==> src/rtl/pipelined_rca_adder_pkg.sv <==
// ---------------------------------------------------------------------------
// pipelined_rca_adder_pkg
//   Shared definitions for the pipelined ripple-carry add/subtract unit:
//   operation encodings for the 'sub' control bit, the stage-count
//   derivation and the WIDTH/CHUNK legality check.
// ---------------------------------------------------------------------------
package pipelined_rca_adder_pkg;

    // Encoding of the per-transaction mode bit.
    localparam logic ALU_OP_ADD = 1'b0;
    localparam logic ALU_OP_SUB = 1'b1;

    // Number of pipeline stages: one ripple slice of 'chunk' bits per stage.
    function automatic int stages_of(input int width, input int chunk);
        return width / chunk;
    endfunction

    // A configuration is legal only when the width splits into whole slices.
    function automatic bit chunk_fits(input int width, input int chunk);
        return (chunk > 0) && (width >= chunk) && ((width % chunk) == 0);
    endfunction

endpackage

==> src/rtl/pipelined_rca_adder_rca_chunk.sv <==
// ---------------------------------------------------------------------------
// rca_chunk
//   Purely combinational CHUNK-bit ripple-carry adder slice.
//   Ports:
//     a        in   CHUNK  operand A slice
//     b        in   CHUNK  operand B slice (already inverted for subtract)
//     cin      in   1      carry into bit 0 of the slice
//     s        out  CHUNK  sum slice
//     cout     out  1      carry out of the slice MSB
//     c_msb_in out  1      carry into the slice MSB (for signed overflow)
// ---------------------------------------------------------------------------
module rca_chunk #(
    parameter int CHUNK = 8
) (
    input  logic [CHUNK-1:0] a,
    input  logic [CHUNK-1:0] b,
    input  logic             cin,
    output logic [CHUNK-1:0] s,
    output logic             cout,
    output logic             c_msb_in
);

    // carry[i] is the carry into bit i; carry[CHUNK] leaves the slice.
    logic [CHUNK:0] carry;

    assign carry[0] = cin;

    generate
        for (genvar gi = 0; gi < CHUNK; gi++) begin : g_bit
            assign s[gi]         = a[gi] ^ b[gi] ^ carry[gi];
            assign carry[gi + 1] = (a[gi] & b[gi]) | (carry[gi] & (a[gi] ^ b[gi]));
        end
    endgenerate

    assign cout     = carry[CHUNK];
    assign c_msb_in = carry[CHUNK - 1];

endmodule

==> src/rtl/pipelined_rca_adder.sv <==
// ---------------------------------------------------------------------------
// pipelined_rca_adder
//   Pipelined WIDTH-bit ripple-carry add/subtract unit. The operands are
//   resolved CHUNK bits per stage, STAGES = WIDTH/CHUNK stages, with a
//   valid/ready handshake and full-pipe backpressure. A transaction accepted
//   on clock edge N presents its result after edge N+STAGES.
//
//   Optional feature macro: OVERFLOW_FLAG_EN
//     defined   -> 'ovf' port present, signed overflow registered with sum
//     undefined -> 'ovf' port and its logic are absent
//
//   Ports:
//     clock      in   1      rising-edge clock
//     reset      in   1      asynchronous active-high reset
//     in_valid   in   1      operand transaction offered
//     in_ready   out  1      transaction accepted this cycle (combinational)
//     in0        in   WIDTH  operand A
//     in1        in   WIDTH  operand B
//     cin        in   1      carry in (add mode only)
//     sub        in   1      0: A+B+cin, 1: A+~B+1
//     out_valid  out  1      result available
//     out_ready  in   1      downstream consumes the result
//     sum        out  WIDTH  result (modulo 2^WIDTH)
//     out        out  1      carry out of the MSB (sub: 1 = no borrow)
//     ovf        out  1      signed overflow (OVERFLOW_FLAG_EN only)
// ---------------------------------------------------------------------------
module pipelined_rca_adder #(
    parameter int WIDTH = 32,
    parameter int CHUNK = 8
) (
    input  logic             clock,
    input  logic             reset,
    input  logic             in_valid,
    output logic             in_ready,
    input  logic [WIDTH-1:0] in0,
    input  logic [WIDTH-1:0] in1,
    input  logic             cin,
    input  logic             sub,
    output logic             out_valid,
    input  logic             out_ready,
    output logic [WIDTH-1:0] sum,
    output logic             out
`ifdef OVERFLOW_FLAG_EN
    ,
    output logic             ovf
`endif
);

    import pipelined_rca_adder_pkg::*;

    localparam int STAGES = stages_of(WIDTH, CHUNK);

    generate
        if (!chunk_fits(WIDTH, CHUNK)) begin : g_bad_cfg
            $error("pipelined_rca_adder: WIDTH must be a non-zero multiple of CHUNK");
        end
    endgenerate

    // Register bank k holds a transaction whose slices 0..k-1 are resolved.
    // Bank 0 is the input capture; bank STAGES is the output register.
    //   a_q/b_q : operands (b already inverted for subtract); the upper,
    //             still-unprocessed slices form the skew path
    //   s_q     : resolved low result slices (the deskew path)
    //   c_q     : carry into the next slice to be resolved
    logic             valid_q [0:STAGES];
    logic             c_q     [0:STAGES];
    logic [WIDTH-1:0] s_q     [0:STAGES];
    logic [WIDTH-1:0] a_q     [0:STAGES-1];
    logic [WIDTH-1:0] b_q     [0:STAGES-1];

    logic [WIDTH-1:0] s_d     [0:STAGES];

    logic [CHUNK-1:0] chunk_s    [0:STAGES-1];
    logic             chunk_cout [0:STAGES-1];
    logic             chunk_cmsb [0:STAGES-1];

    logic             advance;
    logic [WIDTH-1:0] b_in;
    logic             c_in;

    // The pipe only stalls when a finished result is waiting to be taken.
    assign advance  = !valid_q[STAGES] || out_ready;
    assign in_ready = advance;

    // Subtract is A + ~B + 1: invert B on entry and force the first carry.
    assign b_in = (sub == ALU_OP_SUB) ? ~in1 : in1;
    assign c_in = (sub == ALU_OP_SUB) ? 1'b1 : cin;

    // One ripple slice per stage, each working on its own column of bank k.
    generate
        for (genvar gi = 0; gi < STAGES; gi++) begin : g_stage
            rca_chunk #(
                .CHUNK(CHUNK)
            ) u_chunk (
                .a        (a_q[gi][gi*CHUNK +: CHUNK]),
                .b        (b_q[gi][gi*CHUNK +: CHUNK]),
                .cin      (c_q[gi]),
                .s        (chunk_s[gi]),
                .cout     (chunk_cout[gi]),
                .c_msb_in (chunk_cmsb[gi])
            );
        end
    endgenerate

    // Merge each freshly resolved slice into the partial result it travels with.
    always_comb begin
        for (int k = 0; k <= STAGES; k++) begin
            s_d[k] = '0;
        end
        for (int k = 0; k < STAGES; k++) begin
            s_d[k + 1]                    = s_q[k];
            s_d[k + 1][k*CHUNK +: CHUNK]  = chunk_s[k];
        end
    end

    always_ff @(posedge clock or posedge reset) begin
        if (reset) begin
            for (int k = 0; k <= STAGES; k++) begin
                valid_q[k] <= 1'b0;
                c_q[k]     <= 1'b0;
                s_q[k]     <= '0;
            end
            for (int k = 0; k < STAGES; k++) begin
                a_q[k] <= '0;
                b_q[k] <= '0;
            end
        end else if (advance) begin
            // Stage 0 takes a bubble whenever nothing is offered.
            valid_q[0] <= in_valid;
            a_q[0]     <= in0;
            b_q[0]     <= b_in;
            c_q[0]     <= c_in;
            s_q[0]     <= '0;
            for (int k = 0; k < STAGES; k++) begin
                valid_q[k + 1] <= valid_q[k];
                c_q[k + 1]     <= chunk_cout[k];
                s_q[k + 1]     <= s_d[k + 1];
            end
            for (int k = 0; k < STAGES - 1; k++) begin
                a_q[k + 1] <= a_q[k];
                b_q[k + 1] <= b_q[k];
            end
        end
    end

    assign out_valid = valid_q[STAGES];
    assign sum       = s_q[STAGES];
    assign out       = c_q[STAGES];

`ifdef OVERFLOW_FLAG_EN
    // Signed overflow: carry into the MSB differs from carry out of it.
    logic ovf_q;

    always_ff @(posedge clock or posedge reset) begin
        if (reset) begin
            ovf_q <= 1'b0;
        end else if (advance) begin
            ovf_q <= chunk_cmsb[STAGES-1] ^ chunk_cout[STAGES-1];
        end
    end

    assign ovf = ovf_q;
`else
    // The MSB carry-in is only needed for the overflow flag.
    logic unused_cmsb;
    assign unused_cmsb = chunk_cmsb[STAGES-1];
`endif

endmodule
==> config.mk <==
export PLATFORM = sky130hd
export DESIGN_NAME = pipelined_rca_adder
export DESIGN_NICKNAME = d
export VERILOG_FILES = /design/src/rtl/pipelined_rca_adder_pkg.sv /design/src/rtl/pipelined_rca_adder_rca_chunk.sv /design/src/rtl/pipelined_rca_adder.sv
export SDC_FILE = /design/constraint.sdc
export NUM_CORES = 1
export LEC_CHECK = 0
export ABC_AREA = 1
export CAP_MARGIN = 10
export CORE_UTILIZATION = 55
export DETAILED_ROUTE_END_ITERATION = 10
export PLACE_DENSITY = 0.77
export RECOVER_POWER = 50
export SLEW_MARGIN = 20
export SYNTH_ARGS = -nofsm -noshare
export SYNTH_HDL_FRONTEND = slang
export SYNTH_HIERARCHICAL = 1
export SYNTH_SLANG_ARGS = --single-unit
export TNS_END_PERCENT = 100
==> constraint.sdc <==
create_clock -name clock -period 12.25 [get_ports clock]
set_input_delay 2.45 -clock clock [delete_from_list [all_inputs] [get_ports clock]]
set_output_delay 2.45 -clock clock [all_outputs]
set_load 0.01 [all_outputs]
==> impl_metrics.json <==
{
  "postCtsSetupBuffers": 0,
  "p_int_mw": 2.02,
  "cp.required_ps": 9800,
  "synth_nets": 1281,
  "setup_viol": 0,
  "grt_start_max_net_pins": 249,
  "synth_xor_area_share_pct": 0,
  "netlist.area_leader.share_pct": 58.6,
  "gp_congestion": 0.738,
  "ant_nets": 0,
  "dominantRegCellSynth": "dfrtp_1",
  "root_buffer": "clkbuf_16",
  "setup.worst_path.start_class": "input pin",
  "wl_per_cell_um": 12.6,
  "area_growth_syn_to_layout_pct": 16.2,
  "muxShareOfSynthArea_pct": 0,
  "die_h_um": 141,
  "maxCapViolations": 2,
  "fin_nets": 1357,
  "critPathCaptureType": "primary output",
  "dpl_worst_slack_ps": 5840,
  "worst_pin_slew_ps": 4040,
  "swShare_pct": 34.7,
  "synth_top_cell_by_area": "dfrtp_1",
  "dr.pass1.iters": 4,
  "grt_pass1_wl_um": 33300,
  "syn_area_mm2": 0.0107,
  "row_count": 50,
  "worstPathArrival_ps": 4900,
  "cts_repair_resize_count": 0,
  "timing.setup.tns_ps": 0,
  "dp_hpwl_um": 11800,
  "grt_overflow_total": 0,
  "worstHoldEndpoint": "out_valid",
  "maxSlewHeadroom_pct": -171,
  "reg2reg_slack_ps": 8480,
  "path_max_fanout": 52,
  "fmax_ghz": 0.136,
  "fin_area_mm2": 0.0124,
  "worst_slack_ps": 4900,
  "synth_edf_count": 0,
  "finalPower_mw": 3.09,
  "status": "complete, but fails checks",
  "clkLatencyLatePin_ps": 520,
  "ctsHoldBuffers": 0,
  "synthTopCellsByCount": "nand2_1 (561), dfrtp_1 (250), inv_1 (131), o21ai_0 (109)",
  "crit_chain": "dlygate4sd3_1 > inv_1 > nand2_1 > clkdlybuf4s50_1",
  "critPathSlowestCell": "nand2_1",
  "hold_ws_ps": 453,
  "reg2reg_depth": 4,
  "h-tree-depth": 1,
  "yosys-top-cells-area": "dfrtp_1 (59%), nand2_1 (20%), fa_1 (6.0%)",
  "critPathMaxStageDelay_ps": 1080,
  "violations": "max-capacitance violations, max-slew violations",
  "ios": 105,
  "crit_type": "in -> out",
  "drt_iter0_drc": 488,
  "pwr-share-clk_pct": 22.8,
  "path_clk_slew_ps": 60,
  "viasPerCell": 4.73,
  "p_per_area_mw_per_mm2": 249,
  "hp-class": "reg -> reg",
  "yosysMostFrequentCell": "nand2_1",
  "hold_viol": 0,
  "cts_tree": "yes",
  "die_w_um": 141,
  "fin_util_pct": 65.8,
  "clock-sinks": 250,
  "initial_core_util_pct": 56.7,
  "ys_types": 13,
  "switchingPower_mw": 1.07,
  "finalCritPeriodShare_pct": 60.0,
  "antenna_cells": 0,
  "reg2reg_from": "out_valid",
  "grtUsageTotal_pct": 20.6,
  "synth_compound_area_share_pct": 5.16,
  "drc": 0,
  "synthSimpleGateAreaFrac_pct": 21.4,
  "drt_wl_total_um": 19300,
  "worstReg2RegEnd": "a_q[112]",
  "placed_cells": 1488,
  "cts_buffers": 25,
  "synth_cells": 1179,
  "finalMaxSlewViolations": 150,
  "layout-drive-gt1-share_pct": 3.30,
  "seq_area_frac_synth_pct": 58.6,
  "core-area_mm2": 0.0188,
  "synthArstFlopShare_pct": 100,
  "hold_start": "valid_q[1]",
  "rsz0062_at_grt": "no",
  "antenna_found_initial": 0,
  "grt_pass1_vias": 6884,
  "dieArea_mm2": 0.0200,
  "leakage_nw": 6.43,
  "finalClockSkew_ps": 9.01,
  "ir_worst_vdd_v": 0.000145,
  "combPwrFrac_pct": 32.1,
  "fin_cells": 1534,
  "fin_crit_ps": 7350,
  "port_buffers": 104,
  "ys_seq_elements": 250,
  "clockBufferDepth": 3,
  "synth_top_family_by_area": "simple AND/OR/NAND/NOR gates",
  "place_area_mm2": 0.0117,
  "yosys_warnings": 6,
  "holdPathStages": 2,
  "synthAdderAreaFrac_pct": 6.00,
  "vias": 7249,
  "power_frac_seq_pct": 45.1,
  "avgSynthCellArea_um2": 9.05
}
## cell type report
class | instances | area (um^2)
clock buffer | 40 | 722
clock inverter | 6 | 36.3
fill | 1557 | 6430
inverter | 131 | 493
multi-input combinational | 737 | 3460
sequential | 250 | 6260
tap | 260 | 325
timing repair buffer | 110 | 1100
## cell families after synthesis
| family | Yosys count |
|---|---|
| adders and majority gates | 32 |
| DFF | 250 |
| buffers and inverters | 192 |
| AOI/OAI and AO/OA | 110 |
| and+or+nand+nor | 595 |
## registers in the layout, indices dropped and copies added (netlist names)
signal,cells
out,1
valid_q,4
s_d,48
out_valid,1
c_q,4
sum,32
b_q,80
a_q,80
## worst max-delay path: cells and delay by family
kind / cells / cell delay, ps
buffers and inverters: 3 / 1360
and+or+nand+nor: 1 / 1080
## how the worst max path moves through the flow
stage          cells past startpoint        to  slack, ps      start
3_3_place_gp                       4  in_ready       5820  out_ready
4_1_cts                            4  in_ready       5830  out_ready
2_1_floorplan                      1  a_q[100]       2930      reset
3_5_place_dp                       4  in_ready       5840  out_ready
5_1_grt                            4  in_ready       4690  out_ready
6_report                           4  in_ready       4900  out_ready
## power by group through the flow
stage | Clock [mW] | Sequential (mW) | Combinational [mW]
2_1_floorplan | 0 | 1.39 | 0.718
3_3_place_gp | 0 | 1.39 | 0.962
3_5_place_dp | 0 | 1.41 | 1.01
4_1_cts | 0.722 | 1.40 | 1.02
5_1_grt | 0.758 | 1.44 | 1.17
6_report | 0.704 | 1.39 | 0.992
## per-layer routing
layer	up-vias	routed length (um)	GRT usage (%)	part of all wire, %
li1	3693	-	-	-
met1	3397	9360	31.3	49
met2	135	8890	31.7	46
met3	24	787	3.07	4.1
met4	0	265	4.69	1.4
met5	-	0	0	0
## placed cells by master (no fill, tap or decap), drive strengths merged
| cell type | count |
|---|---|
| clkinvlp | 2 |
| nand3 | 32 |
| clkbuf | 40 |
| o21ai | 110 |
| clkinv | 4 |
| nor2 | 1 |
| inv | 131 |
| dlygate4sd3 | 9 |
| buf | 6 |
| clkdlybuf4s50 | 95 |
| fa | 32 |
| dfrtp | 250 |
| nand2 | 562 |
Power figures use the tool's default switching activity.
